File: config.mk
export PLATFORM = sky130hd
export DESIGN_NAME = force_release_sched
export DESIGN_NICKNAME = d
export VERILOG_FILES = /design/src/rtl/force_sched_pkg.sv /design/src/rtl/force_release_sched_rr_arbiter.sv /design/src/rtl/force_release_sched.sv
export SDC_FILE = /design/constraint.sdc
export NUM_CORES = 1
export LEC_CHECK = 0
export CORE_ASPECT_RATIO = 1.25
export CORE_MARGIN = 5
export CORE_UTILIZATION = 50
export CTS_BUF_LIST = sky130_fd_sc_hd__clkbuf_8
export CTS_CLUSTER_SIZE = 14
export DETAILED_ROUTE_END_ITERATION = 8
export PLACE_DENSITY = 0.76
export REMOVE_ABC_BUFFERS = 1
export SYNTH_ARGS = -nofsm -noshare
export SYNTH_HDL_FRONTEND = slang
export SYNTH_SLANG_ARGS = --single-unit
File: constraint.sdc
create_clock -name clk -period 3.2 [get_ports clk]
set_input_delay 0.64 -clock clk [delete_from_list [all_inputs] [get_ports clk]]
set_output_delay 0.64 -clock clk [all_outputs]
set_load 0.005 [all_outputs]
File: src/rtl/force_sched_pkg.sv
// force_sched_pkg: shared types, widths and the round-robin pointer helper.
package force_sched_pkg;

    typedef enum logic {
        FR_RELEASE = 1'b0,
        FR_FORCE   = 1'b1
    } fr_op_e;

    localparam int LANE_IDX_W = 3;

    // The search for the next grant starts one past the last winner, wrapping at n.
    function automatic int rr_next(input int g, input int n);
        return (g + 1 >= n) ? 0 : g + 1;
    endfunction

endpackage

File: src/rtl/force_release_sched_rr_arbiter.sv
// rr_arbiter: picks one asserted request, searching upward from ptr with wrap.
//   req : request vector
//   ptr : index where the search starts
//   gnt : one-hot grant, zero when no request is asserted
//   idx : index of the granted request, zero when none
module rr_arbiter #(
    parameter int N  = 4,
    parameter int PW = (N > 1) ? $clog2(N) : 1
) (
    input  logic [N-1:0]  req,
    input  logic [PW-1:0] ptr,
    output logic [N-1:0]  gnt,
    output logic [PW-1:0] idx
);

    int   j;
    logic found;

    always_comb begin
        gnt   = '0;
        idx   = '0;
        found = 1'b0;
        j     = 0;
        for (int k = 0; k < N; k++) begin
            j = int'(ptr) + k;
            if (j >= N) j = j - N;
            if (!found && req[j]) begin
                found  = 1'b1;
                gnt[j] = 1'b1;
                idx    = PW'(j);
            end
        end
    end

endmodule

File: src/rtl/force_release_sched.sv
// force_release_sched: arbitrates force/release requests onto an override lane array.
//   clk, rst_n : clock, asynchronous active-low reset
//   en         : global enable; gates acceptance and timer countdown
//   rel_all    : releases every lane, blocks acceptance that cycle
//   req_*      : per-requester valid/op/lane/value/duration, ready is one-hot or zero
//   i_a, o_a   : normal lane sources and overridden lane outputs
//   forced     : per-lane force-active flags; busy = any lane forced
module force_release_sched
    import force_sched_pkg::*;
#(
    parameter int NREQ  = 4,
    parameter int LANES = 8,
    parameter int TMR_W = 8
) (
    input  logic                       clk,
    input  logic                       rst_n,
    input  logic                       en,
    input  logic                       rel_all,
    input  logic [NREQ-1:0]            req_valid,
    output logic [NREQ-1:0]            req_ready,
    input  logic [NREQ-1:0]            req_op,
    input  logic [NREQ*LANE_IDX_W-1:0] req_lane,
    input  logic [NREQ-1:0]            req_val,
    input  logic [NREQ*TMR_W-1:0]      req_dur,
    input  logic [LANES-1:0]           i_a,
    output logic [LANES-1:0]           o_a,
    output logic [LANES-1:0]           forced,
    output logic                       busy
);

    localparam int PW = (NREQ > 1) ? $clog2(NREQ) : 1;

    logic [PW-1:0]                 ptr;
    logic [PW-1:0]                 gidx;
    logic [NREQ-1:0]               gnt;
    logic                          hs;
    logic [LANE_IDX_W-1:0]         sel_lane;
    fr_op_e                        sel_op;
    logic                          sel_val;
    logic [TMR_W-1:0]              sel_dur;
    logic [LANES-1:0]              frc;
    logic [LANES-1:0]              fval;
    logic [LANES-1:0][TMR_W-1:0]   tmr;

    rr_arbiter #(.N(NREQ), .PW(PW)) u_arb (
        .req(req_valid),
        .ptr(ptr),
        .gnt(gnt),
        .idx(gidx)
    );

    // rst_n gates ready so nothing is acknowledged while reset is held.
    assign req_ready = (rst_n && en && !rel_all) ? gnt : '0;
    assign hs        = |req_ready;

    assign sel_lane = req_lane[int'(gidx)*LANE_IDX_W +: LANE_IDX_W];
    assign sel_op   = fr_op_e'(req_op[gidx]);
    assign sel_val  = req_val[gidx];
    assign sel_dur  = req_dur[int'(gidx)*TMR_W +: TMR_W];

    always_ff @(posedge clk or negedge rst_n) begin
        if (!rst_n) ptr <= '0;
        else if (hs) ptr <= PW'(rr_next(int'(gidx), NREQ));
    end

    // Per lane: rel_all beats an accepted request, which beats the timer.
    // Lane indices outside the array match no lane and so are ignored.
    always_ff @(posedge clk or negedge rst_n) begin
        if (!rst_n) begin
            frc  <= '0;
            fval <= '0;
            tmr  <= '0;
        end else begin
            for (int i = 0; i < LANES; i++) begin
                if (rel_all) begin
                    frc[i] <= 1'b0;
                    tmr[i] <= '0;
                end else if (hs && int'(sel_lane) == i) begin
                    frc[i] <= (sel_op == FR_FORCE);
                    tmr[i] <= (sel_op == FR_FORCE) ? sel_dur : '0;
                    if (sel_op == FR_FORCE) fval[i] <= sel_val;
                end else if (en && frc[i] && tmr[i] == TMR_W'(1)) begin
                    frc[i] <= 1'b0;
                    tmr[i] <= '0;
                end else if (en && frc[i] && tmr[i] > TMR_W'(1)) begin
                    tmr[i] <= tmr[i] - TMR_W'(1);
                end
            end
        end
    end

    assign o_a    = (frc & fval) | (~frc & i_a);
    assign forced = frc;
    assign busy   = |frc;

endmodule
==> out/qor.yml <==
outcome: "finished, violations left"
violations: "setup timing"
final_util_pct: 71.9
pwr-share-comb_pct: 73.7
grt_max_degree: 83
fin_total_pwr_mw: 7.70
p_leak_nw: 4.29
via_per_inst: 6.58
finalHoldViolCount: 0
root_buffer: "clkbuf_8"
drc: 0
period_share_pct: 107
crit_type: "register to register"
grt_use_total_pct: 26.6
totalWireLength_um: 24100
clk_pin_slew_worst_paths_ps: 80
synthArstFlopShare_pct: 100
antenna_found_initial: 0
rows: 47
synth.distinct_cells: 75
drtIter0Drc: 837
rsz0062_at_grt: "true"
wl_met2_um: 12200
synth_mux_area_share_pct: 20.8
diodes: 0
slew_headroom_pct: 29.1
dp_cells: 1039
arrival_ps: 3660
syn_inst: 744
numPortBuffers: 88
wl_met1_um: 8770
seq_power_share_pct: 18.0
pre_cts_ws_ps: -764
cp_data_required_time_ps: 3430
wire_per_inst_um: 21.9
fp.dieArea_mm2: 0.0162
cp_max_fo: 12
slew_violations: 0
syn_area_mm2: 0.00686
place_area_mm2: 0.00840
cts_made_buffers: 9
nNetsFinal: 1016
insertion_delay_ps: 350
synth_xor_xnor_area_share_pct: 0.510
dieHeight_um: 141
tns_ps: -10700
synthSimpleGateAreaFrac_pct: 21.0
switching_share_pct: 45.9
cts_buffer_depth: 2
ys_ff_latch: 82
fin_crit_ps: 3420
synth_ff_type: "dfrtp_1"
yosysWarnings: 0
synth_top_family_by_area: "simple AND/OR/NAND/NOR gates"
power.density_mw_per_mm2: 802
endpoint_kind: "register"
die_width_um: 115
fin_hold_ws_ps: 529
hold_class: "register to register"
grt_pass1_vias: 7051
grt_pass1_wl_um: 34700
hold_buffers: 0
coreArea_mm2: 0.0133
postLayoutCellArea_mm2: 0.00960
fin_cells: 1102
start_util_pct: 51.4
highest_layer: "met4"
route.met3.wl_um: 1730
synthAdderAreaFrac_pct: 3.83
irDropWorstVdd_v: 0.000658
gp_congestion: 0.907
cts_tree: "yes"
htreeDepth: 3
io_pins: 89
clock_power_share_pct: 8.3
setup_violations: 80
dpl.hpwl_um: 14800
ys_seq_area_share_pct: 29.9
p_sw_mw: 3.53
synth-edff-count: 0
ant_nets: 0
fillers: 859
cts.sinks: 82
skew_ps: 12.1
syn-mean-instance-area_um2: 9.23
vias: 7252
layout-drive-gt1-share_pct: 32.2
max_freq_mhz: 292
worst_slack_ps: -222
synth_compound_area_share_pct: 19.7
startpoint_type: "register"
worst_pin_slew_ps: 1060
gr-total-overflow: 0
cap_violations: 0
internal_power_mw: 4.17
dr.pass1.iters: 6
area_growth_pct: 39.8
[layer usage]
layer	vias up	GRT usage, %
met5	-	0
met4	0	12.3
met3	107	4.16
met2	438	47.2
met1	3515	31.1
li1	3192	-
[flip-flops by register name, indices dropped and copies added, names as in the netlist]
name,cells
forced,8
fval,8
tmr,64
ptr,2
[layout by cell type, fill, tap and decap left out, drive strengths merged, types with 5 or more instances in the layout]
cell	netlist	final
buf	20	118
nor2	87	87
mux2	87	87
dfrtp	82	82
clkdlybuf4s50	0	81
a21oi	55	55
nand2	43	43
o21ai	43	43
nor3	28	28
inv	24	27
mux2i	25	25
ha	21	21
nor4	19	19
nand3	14	14
nand2b	12	12
or4	11	11
or3	8	11
clkbuf	14	10
nand4	9	9
a311oi	9	9
a211o	8	8
and3	8	8
and2	8	8
o311a	7	7
a211oi	7	7
nor3b	6	6
o31ai	6	6
o311ai	6	6
nand3b	5	5
or3b	5	5
o22ai	5	5
a31oi	5	5
a32oi	5	5
[cells in the mapped netlist, types with 12 or more instances]
library cell | count | area (um2)
nor2_1 | 87 | 327
mux2i_1 | 24 | 240
mux2_4 | 31 | 465
ha_1 | 21 | 263
clkbuf_1 | 13 | 48.8
o21ai_0 | 42 | 210
nand2b_1 | 12 | 75.1
nor4_1 | 17 | 106
inv_1 | 23 | 86.3
nand3_1 | 14 | 70.1
nand2_1 | 42 | 158
nor3_1 | 24 | 120
a21oi_1 | 54 | 270
mux2_2 | 56 | 631
dfrtp_1 | 82 | 2050
[critical path: stages, from the launching register on]
cell      delay [ps]
dfrtp_2          440
buf_12           160
mux2_4           340
mux2i_4          280
o41ai_4          150
buf_4            180
mux2_4           310
a32oi_4          300
buf_6            150
nand2b_4         100
buf_6            160
nor3_4           220
buf_12           170
mux2_2           330
[power groups by stage]
stage	Sequential (mW)	Combinational [mW]	Clock (mW)
after detailed placement	1.38	3.89	0
after global placement	1.37	3.76	0
final	1.39	5.68	0.638
after global routing	1.40	5.94	0.692
after floorplan	1.39	2.19	0
after CTS	1.37	4.77	0.648
[kinds of logic (layout without fill, tap and decap cells)]
kind of cell,after synthesis,after routing
fa+ha+maj,21,21
mux,115,115
compound gates,192,192
simple gates,272,275
xor+xnor,4,4
buf+inv,58,242
flops,82,82
[worst paths after layout]
path | slack [ps] | endpoint | start | depth (start not counted)
worst min register to register | 530 | fval[4] | fval[4] | 1
worst min-delay path | 530 | fval[4] | fval[4] | 1
worst max-delay path | -220 | tmr[32] | ptr[0] | 13
worst max register to register | -220 | tmr[32] | ptr[0] | 13
max in group asynchronous | 1920 | ptr[0] | rst_n | 2
min in group asynchronous | 570 | tmr[49] | rst_n | 2
[area by class of cell]
| type | count | area [um2] | share of cell area (%) |
|---|---|---|---|
| Sequential cell | 82 | 2050 | 21.4 |
| Clock inverter | 6 | 28.8 | 0.300 |
| Inverter | 24 | 90.1 | 0.939 |
| Timing Repair Buffer | 203 | 2000 | 20.8 |
| Clock buffer | 9 | 124 | 1.29 |
| Tap cell | 171 | 214 | 2.23 |
| Multi-Input combinational cell | 607 | 5090 | 53.0 |
[timing repair]
| item | in CTS | in global routing |
|---|---|---|
| gates cloned | 3 | 3 |
| endpoints found under the setup margin | 84 | 81 |
| setup buffers | 24 | 22 |
| pin swaps | 20 | 10 |
| gates resized for setup | 112 | 43 |
No activity file was read; power rests on OpenSTA's default activity.
==> variant 1, RTL diff (same settings) <==
Change the parameter `LANES` from 8 to 7.
--- a/src/rtl/force_release_sched.sv
+++ b/src/rtl/force_release_sched.sv
@@ -10,5 +10,5 @@
 #(
     parameter int NREQ  = 4,
-    parameter int LANES = 8,
+    parameter int LANES = 7,
     parameter int TMR_W = 8
 ) (
Ports: changed (resized forced, i_a and o_a); port bits go from 89 to 86. The function was not compared with the original's and may differ.
==> variant 1 against the original RTL <==
The flow still finishes with violations (setup timing); worst hold slack lost 20 ps; routed wire length decreased by 18%; sequential power rose by 4%; setup slack got worse by 16 ps; area after synthesis down 19%; sequential share of layout area is 0.84 points higher; sequential cell count down 10; design area fell by 16%; power barely moved; first-iteration DRC count fell by 45%; global-route usage increased by 2.4 points; critical endpoint is now tmr[4]$_DFFE_PN0P_; highest routed layer unchanged.
==> variant 1: results (changes against the original RTL) <==
Worst-path clk slew=80 ps (about the same); synth cell count leaders=72 x dfrtp_1, 64 x nor2_1, 61 x nand2_1 (was 87 x nor2_1, 82 x dfrtp_1, 56 x mux2_2); hpwl dp=13300 um (was 14800 um); Adder-Cell Fraction of Synth Area=4.29% (was 3.83%); Power Internal=4.22 mW (was 4.17 mW); worst hold stages=1 (unchanged); layout cells sized above 1=30.9% (was 32.2%); Seq group=1.44 mW (was 1.39 mW); first-pass GRT wire length=31500 um (was 34700 um); ANT cells=0 (unchanged); cell count after placement=918 (was 1039); crit path launch type=register (unchanged); Final Net Count=908 (was 1016); Switching Fraction=45.2% (was 45.9%); Pre-Repair DR Iteration Count=5 (was 6); GP Congestion=0.933 (was 0.907); status=finished with violations (unchanged); slew of the pin with the lowest slew margin=942 ps (was 1060 ps); Max Clock Skew=17.8 ps (was 12.1 ps); wire per inst=20.5 um (was 21.9 um); violated checks=setup timing (unchanged); sequential share of the synthesized area=32.5% (was 29.9%); max reg flops=56 (was 64); worst min path class=reg -> reg (unchanged); initial DRC count=460 (was 837); Synth Instances=634 (was 744); R2R cell count=13 (unchanged); Worst Setup EP=tmr[4]$_DFFE_PN0P_ (was tmr[32]$_DFFE_PN0P_); CTS Root Cell=clkbuf_8 (unchanged); Clock power frac=9.3% (was 8.3%); post-route setup slack=-238 ps (was -222 ps); later-pin clock latency in the skew report=370 ps (was 350 ps); Synth Area in Compound Gates=22.7% (was 19.7%); Post-Synth XOR/XNOR Area=1.42% (was 0.510%); PortBufs=85 (was 88); VDD IR-drop max=0.578 mV (was 0.658 mV); Setup violations, final=74 (was 80); R2R Path Start=ptr[0]$_DFFE_PN0P_ (unchanged); pin count of the biggest net entering global routing=73 (was 83); Max Fanout on Critical Path=8 (was 12); mux contribution to synthesized area=13.8% (was 20.8%); top cells by area, synth=dfrtp_1 32%, mux4_2 5.7%, a21oi_1 4.8% (was dfrtp_1 30%, mux2_2 9.2%, mux2_4 6.8%); Leak=3.57 nW (was 4.29 nW); vias in the first global route=6499 (was 7051); Critical Path AT=3680 ps (was 3660 ps); Post-Route WL=19700 um (was 24100 um); hold_ws=509 ps (was 529 ps); Netlist cell types=71 (was 75); setup slack after placement=-769 ps (was -764 ps); GRT Resource Usage Total=29.0% (was 26.6%); initial antenna violation count=0 (unchanged); Hold EP=fval[2]$_DFFE_PN0P_ (was fval[4]$_DFFE_PN0P_); Worst Min Path Start=fval[2]$_DFFE_PN0P_ (was fval[4]$_DFFE_PN0P_); Via-to-Cell Ratio=6.50 (was 6.58)
[variant 1: cell types whose count changed after synthesis, moves of 11 or more]
cell / before / now
mux2_2: 56 / 21
nand2_1: 42 / 61
a211oi_1: 2 / 28
mux2_4: 31 / 0
nor2_1: 87 / 64
mux4_2: 3 / 14
[variant 1: area by class of cell]
cell class / count / area (sq um)
Clock buffer: 10 / 138
Clock inverter: 5 / 50.0
Fill cell: 770 / 2870
Inverter: 27 / 104
Multi-Input combinational cell: 508 / 3940
Sequential cell: 72 / 1800
Tap cell: 135 / 169
Timing Repair Buffer: 204 / 1910
[variant 1: stage by stage]
step | instance area [sq um] | TNS, ps
2_1_floorplan | 5420 | -88060
3_3_place_gp | 7130 | -39890
3_5_place_dp | 7130 | -46080
4_1_cts | 7890 | -4130
5_1_grt | 8110 | -19650
6_report | 8110 | -10950
[variant 1: worst max-delay path, stage by stage (launching register included)]
cell,delay (ps)
dfrtp_1,380
inv_2,70
ha_4,280
mux4_2,630
a221o_1,370
a32o_2,300
buf_6,140
nor4_4,370
nor3_4,80
buf_6,180
nand2_4,80
buf_6,130
nand2_1,50
a32o_1,250
[variant 1: logic make-up after synthesis]
family          count (synthesis)
flops                          72
mux                            56
compound gates                186
simple gates                  237
xor+xnor                        9
buf+inv                        55
fa+ha+maj                      19
[variant 1: metal layers]
layer  wire, um  global-route usage [%]  part of all wire [%]
met5          0                       0                     0
met1       7110                    31.4                    36
met2       9980                    51.9                    51
met3       1490                    5.79                   7.6
met4       1140                    17.5                   5.8
[variant 1: repair_timing]
action                     in CTS  in global routing
gates resized for setup       122                 36
setup endpoints to repair      74                 74
gates cloned                    3                  1
buffers inserted               18                  9
pin swaps                      30                 11
==> variant 2, RTL diff (same flow settings) <==
Without the edit above. Reset style: synchronous (`rst_n`), changed in 2 clocked blocks. Comments in the files are not updated.
--- a/src/rtl/force_release_sched.sv
+++ b/src/rtl/force_release_sched.sv
@@ -59,5 +59,5 @@
     assign sel_dur  = req_dur[int'(gidx)*TMR_W +: TMR_W];
 
-    always_ff @(posedge clk or negedge rst_n) begin
+    always_ff @(posedge clk) begin
         if (!rst_n) ptr <= '0;
         else if (hs) ptr <= PW'(rr_next(int'(gidx), NREQ));
@@ -66,5 +66,5 @@
     // Per lane: rel_all beats an accepted request, which beats the timer.
     // Lane indices outside the array match no lane and so are ignored.
-    always_ff @(posedge clk or negedge rst_n) begin
+    always_ff @(posedge clk) begin
         if (!rst_n) begin
             frc  <= '0;
Formal check against the unedited RTL: differs if rst_n is asserted again (counterexample within 4 cycles, from zero or initial values and one cycle with rst_n low); with rst_n held inactive, the same outputs for 4 cycles.
==> variant 2 against the original RTL <==
The flow still finishes with violations (setup timing); sequential cell count unchanged; first-iteration DRC count is 39% lower; via count up 1.3%; core utilization shrank 1.7 points; critical path depth fell by 2; setup slack improved by 61 ps; routed wire length shrank 5.7%; design area decreased by 3.2%; area after synthesis down 1.8%; largest cell class unchanged.
Power is not compared: it rests on default switching activity, and its combinational part moved more than twofold at a synthesized area within 25%.
==> variant 2: results (changes against the original RTL) <==
initial antenna violation count=0 (unchanged); Worst-path clk slew=80 ps (about the same); Leak=between 3 and 4 nW; crit path launch type=register (unchanged); PortBufs=88 (unchanged); H-tree depth=3 (unchanged); pin count of the biggest net entering global routing=26 (was 83); Post-synth ARST share=0% (was 100%); Synth Instances=822 (was 744); vias in the first global route=6822 (was 7051); VDD IR-drop max=0.244 mV; GP Congestion=0.957 (was 0.907); sequential cell area=1640 sq um (was 2050 sq um); fillers=1032 (was 859); violated checks=setup timing (unchanged); first-pass GRT wire length=34300 um (was 34700 um); Most flops, register=tmr (unchanged); clock buffer depth=2 (unchanged); sequential share of the synthesized area=24.4% (was 29.9%); later-pin clock latency in the skew report=around 360 ps; Max Clock Skew=8.98 ps (was 12.1 ps); CP max stage cell=or4b_1 (was dfrtp_2); Yosys warning total=0 (unchanged); wire per inst=19.6 um (was 21.9 um); ANT cells=0 (unchanged); top cells by area, synth=dfxtp_1 24%, mux2_2 8.9%, nor2_1 4.7% (was dfrtp_1 30%, mux2_2 9.2%, mux2_4 6.8%); Via-to-Cell Ratio=6.31 (was 6.58); Max-slew headroom=50.7% (was 29.1%); Worst Setup EP=tmr[50]$_SDFFE_PP0P_ (was tmr[32]$_DFFE_PN0P_); Netlist cell types=71 (was 75); Post-Route WL=22800 um (was 24100 um); area post-placement=8390 sq um (was 8400 sq um); GRT Resource Usage Total=26.4% (was 26.6%); cell count after placement=1124 (was 1039); worst min path class=reg -> reg (unchanged); layout cells sized above 1=28.7% (was 32.2%); Net Switching=1.31 mW; slowest stage delay, CP=570 ps (was 440 ps); max reg flops=64 (unchanged); Pre-Repair DR Iteration Count=5 (was 6); Setup violations, final=68 (was 80); Max Fanout on Critical Path=13 (was 12); post-route setup slack=-161 ps (was -222 ps); CTS Buf Count=9 (unchanged); status=finished with violations (unchanged); CTS Root Cell=clkbuf_8 (unchanged); R2R Path Start=ptr[1]$_SDFFE_PN0P_ (was ptr[0]$_DFFE_PN0P_); hpwl dp=15500 um (was 14800 um); synth cell count leaders=85 x nor2_1, 82 x dfxtp_1, 63 x nand2_1 (was 87 x nor2_1, 82 x dfrtp_1, 56 x mux2_2); initial DRC count=511 (was 837); R2R cell count=11 (was 13); leading register cell type out of synthesis=dfxtp_1 (was dfrtp_1)
==> variant 2: changes by cell type after synthesis, moves of 19 or more <==
cell / delta
nand2_1: +21
dfxtp_1: +82
mux2_4: -24
o21ai_0: -19
dfrtp_1: -82
==> variant 2: critical path: cells and delay by family (launching register included) <==
family	cells	cell delay [ps]
multiplexers	2	880
buffers and inverters	4	540
adder cells (fa/ha/maj)	1	270
AO/OA/AOI/OAI	3	640
AND/OR/NAND/NOR	1	570
flip-flops	1	340
==> variant 2: cells by family after synthesis <==
kind of cell    synth area share [%]
compound gates                  21.4
mux                             16.4
buf+inv                         5.16
xor+xnor                        3.12
fa+ha+maj                       3.90
simple gates                    25.7
flops                           24.4
==> variant 2: worst min path at each step <==
stage,from,end,slack (ps),cells past startpoint
2_1_floorplan,fval[3]$_SDFFE_PN0P_,fval[3]$_SDFFE_PN0P_,430,2
3_5_place_dp,fval[5]$_SDFFE_PN0P_,fval[5]$_SDFFE_PN0P_,460,2
6_report,fval[5]$_SDFFE_PN0P_,fval[5]$_SDFFE_PN0P_,460,2
4_1_cts,fval[5]$_SDFFE_PN0P_,fval[5]$_SDFFE_PN0P_,470,2
3_3_place_gp,fval[5]$_SDFFE_PN0P_,fval[5]$_SDFFE_PN0P_,450,2
5_1_grt,fval[5]$_SDFFE_PN0P_,fval[5]$_SDFFE_PN0P_,500,2
==> variant 2: per-stage QoR <==
| stage | hold WS [ps] | util, % | setup slack (ps) | TNS (ps) |
|---|---|---|---|---|
| final | 464 | 70.2 | -161 | -6050 |
| after global routing | 502 | 70.2 | -271 | -14900 |
| after CTS | 466 | 67.7 | -89.1 | -2430 |
| after detailed placement | 459 | 63.4 | -730 | -50660 |
| after global placement | 447 | 63.4 | -653 | -48050 |
| after floorplan | 431 | - | -1490 | -104190 |
==> variant 2: power groups by stage <==
stage                     Combinational, mW  Sequential [mW]  Clock, mW
after detailed placement               1.39             1.11          0
after CTS                              1.53             1.09      0.833
after floorplan                       0.675             1.11          0
after global routing                   1.84             1.09      0.875
final                                  1.75             1.09      0.830
after global placement                 1.38             1.11          0
==> variant 2: final cells by class <==
type,count,share of cell area [%]
repair buffers,200,20.7
inverters,34,1.37
clock buffers,10,1.48
flip-flops and latches,82,17.7
well taps,171,2.30
clock inverters,6,0.875
multi-input cells,661,55.6
==> variant 2: per-layer routing <==
layer  vias to the layer above  wire (um)  share of wire (%)  track usage (%)
li1                       3435          -                  -                -
met1                      3468       9050                 40             32.3
met2                       368      11200                 49             46.3
met3                        77       1590                7.0             3.08
met4                         0        976                4.3             11.1
met5                         -          0                  0                0
==> variant 2: what timing repair did <==
action | CTS | global route
endpoints found under the hold margin | 0 | 0
cloned | 2 | 3
resized for setup | 84 | 51
setup buffers | 11 | 9
setup endpoints to repair | 83 | 86
pin swaps | 10 | 13
